$ cat src/rtl/mem_arbiter.sv
// -----------------------------------------------------------------------------
// mem_arbiter
//   Shares one synchronous-read, word-addressed unified memory between the
//   instruction-fetch port and the load/store port of the multi-cycle MIPS core.
//   MIPS virtual byte addresses are translated to memory word indices: text
//   (IMEM_BASE) maps to words 0..I_WORDS-1, data (DMEM_BASE) maps to words
//   I_WORDS..I_WORDS+D_WORDS-1. Every access runs IDLE -> ISSUE -> RESP.
//
//   Data wins arbitration unless fetch has been passed over STARVE_LIMIT
//   times in a row while waiting, in which case fetch wins.
//
//   Optional feature macro: ARB_RANGE_CHECK_EN
//     defined   : misaligned or out-of-region requests are acked with err=1
//                 one cycle after grant, with no memory access.
//     undefined : no checking; offsets wrap into the memory, err tied 0.
//
// Ports
//   clk_in, reset_n        clock (rising edge), async active-low reset
//   i_req/i_addr           fetch request, byte address (held until i_ack)
//   i_ack/i_rdata/i_err    fetch completion pulse, data, error
//   d_req/d_we/d_addr/
//   d_wdata                load/store request (held until d_ack)
//   d_ack/d_rdata/d_err    data completion pulse, load data, error
//   mem_en/mem_we/
//   mem_addr/mem_wdata     registered memory strobe, write enable, index, data
//   mem_rdata              memory read data, valid the cycle after sampling
// -----------------------------------------------------------------------------
module mem_arbiter #(
   parameter int unsigned MEM_AW       = 12,
   parameter int unsigned I_WORDS      = 2048,
   parameter int unsigned D_WORDS      = 2048,
   parameter logic [31:0] IMEM_BASE    = 32'h0040_0000,
   parameter logic [31:0] DMEM_BASE    = 32'h1001_0000,
   parameter int unsigned STARVE_LIMIT = 4
) (
   input  logic              clk_in,
   input  logic              reset_n,
   input  logic              i_req,
   input  logic [31:0]       i_addr,
   output logic              i_ack,
   output logic [31:0]       i_rdata,
   output logic              i_err,
   input  logic              d_req,
   input  logic              d_we,
   input  logic [31:0]       d_addr,
   input  logic [31:0]       d_wdata,
   output logic              d_ack,
   output logic [31:0]       d_rdata,
   output logic              d_err,
   output logic              mem_en,
   output logic              mem_we,
   output logic [MEM_AW-1:0] mem_addr,
   output logic [31:0]       mem_wdata,
   input  logic [31:0]       mem_rdata
);

   localparam int unsigned CW = (STARVE_LIMIT > 0) ? $clog2(STARVE_LIMIT + 1) : 1;
   localparam logic [CW-1:0] STARVE_MAX = CW'(STARVE_LIMIT);

   if (I_WORDS + D_WORDS > (1 << MEM_AW)) begin : g_bad_cfg
      $error("mem_arbiter: I_WORDS + D_WORDS exceeds the memory size");
   end

   typedef enum logic [1:0] {IDLE, ISSUE, RESP} state_t;

   state_t            state_q, state_d;
   logic              gnt_dat_q, gnt_dat_d;  // access in flight belongs to the data port
   logic              st_q, st_d;            // access in flight is a store
   logic              err_q, err_d;          // access in flight was rejected
   logic [CW-1:0]     starve_q, starve_d;
   logic              mem_en_q, mem_en_d;
   logic              mem_we_q, mem_we_d;
   logic [MEM_AW-1:0] mem_addr_q, mem_addr_d;
   logic [31:0]       mem_wdata_q, mem_wdata_d;

   logic [MEM_AW-1:0] i_idx, d_idx;
   logic              i_bad, d_bad;
   logic              pick_data;

   // 32-bit wrapping offset from the window base, then word index truncated
   // to the memory width; data words sit above the instruction region.
   assign i_idx = MEM_AW'((i_addr - IMEM_BASE) >> 2);
   assign d_idx = MEM_AW'(32'(I_WORDS) + ((d_addr - DMEM_BASE) >> 2));

`ifdef ARB_RANGE_CHECK_EN
   assign i_bad = (i_addr[1:0] != 2'b00) || (((i_addr - IMEM_BASE) >> 2) >= 32'(I_WORDS));
   assign d_bad = (d_addr[1:0] != 2'b00) || (((d_addr - DMEM_BASE) >> 2) >= 32'(D_WORDS));
`else
   assign i_bad = 1'b0;
   assign d_bad = 1'b0;
`endif

   always_comb begin
      state_d     = state_q;
      gnt_dat_d   = gnt_dat_q;
      st_d        = st_q;
      err_d       = err_q;
      starve_d    = starve_q;
      mem_en_d    = 1'b0;
      mem_we_d    = 1'b0;
      mem_addr_d  = mem_addr_q;
      mem_wdata_d = mem_wdata_q;
      pick_data   = 1'b0;

      unique case (state_q)
         IDLE: begin
            if (i_req || d_req) begin
               // Fetch only wins when data has starved it for the full limit.
               pick_data = d_req && !(i_req && (starve_q == STARVE_MAX));
               gnt_dat_d = pick_data;
               st_d      = pick_data && d_we;
               err_d     = pick_data ? d_bad : i_bad;

               if (pick_data && i_req)
                  starve_d = (starve_q == STARVE_MAX) ? starve_q : starve_q + 1'b1;
               else
                  starve_d = '0;

               if (err_d) begin
                  // Rejected access skips the memory entirely.
                  state_d = RESP;
               end else begin
                  state_d     = ISSUE;
                  mem_en_d    = 1'b1;
                  mem_we_d    = st_d;
                  mem_addr_d  = pick_data ? d_idx : i_idx;
                  mem_wdata_d = st_d ? d_wdata : '0;
               end
            end
         end
         ISSUE:   state_d = RESP;
         RESP:    state_d = IDLE;
         default: state_d = IDLE;
      endcase
   end

   always_ff @(posedge clk_in or negedge reset_n) begin
      if (!reset_n) begin
         state_q     <= IDLE;
         gnt_dat_q   <= 1'b0;
         st_q        <= 1'b0;
         err_q       <= 1'b0;
         starve_q    <= '0;
         mem_en_q    <= 1'b0;
         mem_we_q    <= 1'b0;
         mem_addr_q  <= '0;
         mem_wdata_q <= '0;
      end else begin
         state_q     <= state_d;
         gnt_dat_q   <= gnt_dat_d;
         st_q        <= st_d;
         err_q       <= err_d;
         starve_q    <= starve_d;
         mem_en_q    <= mem_en_d;
         mem_we_q    <= mem_we_d;
         mem_addr_q  <= mem_addr_d;
         mem_wdata_q <= mem_wdata_d;
      end
   end

   assign mem_en    = mem_en_q;
   assign mem_we    = mem_we_q;
   assign mem_addr  = mem_addr_q;
   assign mem_wdata = mem_wdata_q;

   // Response is combinational off RESP; read data passes straight through
   // from the memory, which presents it in exactly this cycle.
   assign i_ack   = (state_q == RESP) && !gnt_dat_q;
   assign d_ack   = (state_q == RESP) &&  gnt_dat_q;
   assign i_err   = i_ack && err_q;
   assign d_err   = d_ack && err_q;
   assign i_rdata = (i_ack && !err_q) ? mem_rdata : 32'h0;
   assign d_rdata = (d_ack && !err_q && !st_q) ? mem_rdata : 32'h0;

endmodule

$ cat config.mk
export PLATFORM = sky130hd
export DESIGN_NAME = mem_arbiter
export DESIGN_NICKNAME = d
export VERILOG_FILES = /design/src/rtl/mem_arbiter.sv
export SDC_FILE = /design/constraint.sdc
export NUM_CORES = 1
export LEC_CHECK = 0
export CORE_AREA = 2 2 96 98
export CTS_CLUSTER_DIAMETER = 200
export CTS_CLUSTER_SIZE = 30
export DETAILED_ROUTE_END_ITERATION = 10
export DIE_AREA = 0 0 98 100
export GPL_ROUTABILITY_DRIVEN = 0
export PLACE_DENSITY_LB_ADDON = 0.3
export RECOVER_POWER = 50
export SETUP_SLACK_MARGIN = 0.02
export SLEW_MARGIN = 20
export SYNTH_ARGS = -nofsm -noshare
export SYNTH_HDL_FRONTEND = slang
export SYNTH_SLANG_ARGS = --single-unit
$ cat constraint.sdc
create_clock -name clk_in -period 2.6 [get_ports clk_in]
set_input_delay 0.65 -clock clk_in [delete_from_list [all_inputs] [get_ports clk_in]]
set_output_delay 0.65 -clock clk_in [all_outputs]
set_load 0.02 [all_outputs]
==> reports/summary.txt <==
Status: finished clean
Residual DRC: 0
Total power: 4.29 mW
Most used standard cell by instance count after synthesis: and2_1
Commonest cells post-synth: and2_1 (64), dfrtp_1 (53), a22o_1 (32)
Drt via density: 4.80
Top Ports: 247
Drt total wl: 8.60 mm
Worst slew margin: 30.6%
Unrepaired setup endpoints after global routing: no
Worst-path cell chain: and3b_1, and2b_1, buf_12, and2_1, dlygate4sd2_1
Clk sinks: 53
Post-synthesis sequential area ratio: 50.0%
Tightest Pin Transition: 1.04 ns
First-pass GRT wire length: 13.4 mm
Worst-skew pair later-pin latency: 0.30 ns
Max Slew Vio Count: 0
Diodes inserted: 0
Final Hold Fails: 0
Min-delay worst type: flip-flop to flip-flop
WHS: 0.481 ns
Initial antenna violation count: 0
Layout cells sized above 1: 4.49%
Die area: 9800 um^2
Root Driver: clkbuf_8
Mapped Cells: 250
Max_cap viols: 0
Die H: 100 um
Fin Clk Skew: 0.00954 ns
#FFs+latches synth: 53
CTS tree: built
Max Clk Rate: 404 MHz
WP data required: 1.95 ns
Critical path type: flip-flop to output pin
Static leakage power: 2.37 nW
Avg Cell Area, Syn: 10.6 um^2
Core area: 8890 um^2
Area leader, netlist: dfrtp_1
Cell row count: 35
P per Cell Area: 902 nW/um^2
Peak VDD IR: 0.488 mV
Number of buffers created by CTS: 5
ANT nets after route: 0
Slowest CP cell: dfrtp_1
Port buffer count: 204
Initial drt markers: 74
Crit path DAT: 1.82 ns
Largest net degree at the start of global routing: 39
Yosys top cell area share: 50.0%
Yosys cell types: 32
Clock Path Buffers: 2
Total Routing Usage GR: 16.9%
Vias in the first global route: 2,518
Fin nets: 579
WP buf/inv: 2
Async S/R FF share, synth: 100%
Starting density of the core: 29.9%
Hpwl dp: 6.77 mm
Final setup TNS: 0 ns
Final period util: 95.1%
H-tree levels: 2
Crit path max fanout: 32
Main synth FF type: dfrtp_1
Drt first pass iters: 4
Yosys warns: 0
Worst-path clk slew: 0.10 ns
Mapped Area: 2660 um^2
Crit. End Element: output pin
Final setup viols: 0
Crit path largest cell delay: 0.44 ns
Via Count: 2,669
Worst slack, placed: 0.0305 ns
Die Wd: 98 um
Critical path's top delay family: simple AND/OR/NAND/NOR gates
Worst setup margin: 0.128 ns
Synth area leaders: dfrtp_1 (50%), and2_1 (15%), a22o_1 (11%), buf_6 (4.2%), a31oi_1 (2.8%)
EDFF count, synth: 0
Avg WL per Cell: 15.5 um
CTS Hold Bufs: 0
Setup crit start kind: flip-flop
Tmin final: 2.47 ns
P&R area growth vs syn: 79.3%
Overflow after GRT: 0
## kinds of logic after synthesis
family | after synthesis | share of synthesized area [%]
adder cells (fa/ha/maj) | 2 | 0.942
buffers and inverters | 30 | 7.59
flip-flops | 53 | 50.0
other | 1 | 0.141
AND/OR/NAND/NOR | 89 | 21.3
AO/OA/AOI/OAI | 75 | 20.0
## report_power, final
group	switching [mW]	internal [mW]
combinational	1.32	1.08
sequential	0.193	1.17
clock	0.282	0.247
total	1.79	2.50
## path summary, 6_finish.rpt
check / startpoint / endpoint / slack (ns) / cells after the start
max in group asynchronous: reset_n / st_q / 0.67 / 2
worst min-delay path: st_q / st_q / 0.48 / 1
worst max-delay path: state_q[0] / d_rdata[29] / 0.13 / 5
min in group asynchronous: reset_n / mem_addr[6] / 0.50 / 1
worst max register to register: state_q[1] / mem_addr[10] / 0.60 / 4
worst min register to register: st_q / st_q / 0.48 / 1
## metal layers
metal  share of wire, %  GRT usage, %  vias up  routed length [um]
met1                 40          21.1     1254                3480
li1                   -             -     1265                   -
met2                 50          29.5      140                4310
met3                7.9          4.11       10                 679
met5                  0             0        -                   0
met4                1.5          4.49        0                 130
## placed cells by master, fill, tap and decap left out
cell and count:
nand2_2 1, nand4b_1 1, o2bb2ai_1 1, and3b_1 1, clkbuf_8 7, a21oi_1 13, nand3_1 12, dlygate4sd3_1 42
dfrtp_1 53, inv_6 1, nand2_1 1, a31o_2 1, and2_1 64, inv_1 3, o21ai_0 12, clkbuf_1 3
nor2b_1 1, and2b_1 1, buf_12 2, nor2_4 1, inv_2 2, o311ai_0 1, dlygate4sd2_1 52, conb_1 2
a32o_1 1, a21o_1 2, a22o_1 32, or3_1 1, a31oi_1 12, clkdlybuf4s15_1 10, and3_1 2, and4_2 1
dlymetal6s2s_1 2, or2_0 1, nor3b_2 1, clkdlybuf4s50_1 97, ha_1 2, buf_4 3
## timing repair
item,in CTS,in global routing
endpoints found under the setup margin,62,12
setup buffers,0,0
hold endpoints to repair,0,0
gates resized for setup,62,12
## area by class of cell
type                       count  area [um^2]
tap                          111          139
inverter                       5         18.8
multi-input combinational    168         1120
timing repair buffer         211         2050
clock inverter                 1         8.76
clock buffer                   7         96.3
fill                         838         4130
sequential                    53         1330
## sequential cells by signal, summed over array words and instances, names as in the netlist
| register | cells |
|---|---|
| mem_wdata | 32 |
| starve_q | 3 |
| gnt_dat_q | 1 |
| mem_we | 1 |
| mem_addr | 12 |
| state_q | 2 |
| st_q | 1 |
| mem_en | 1 |
## through the flow
stage	util (%)	instance area, um^2	cells
final	53.5	4760	556
after global routing	53.5	4760	556
after CTS	53.5	4760	556
after detailed placement	53.2	4730	548
after global placement	53.2	4730	548
after floorplan	-	2660	251
No activity file was read; power rests on OpenSTA's default activity.
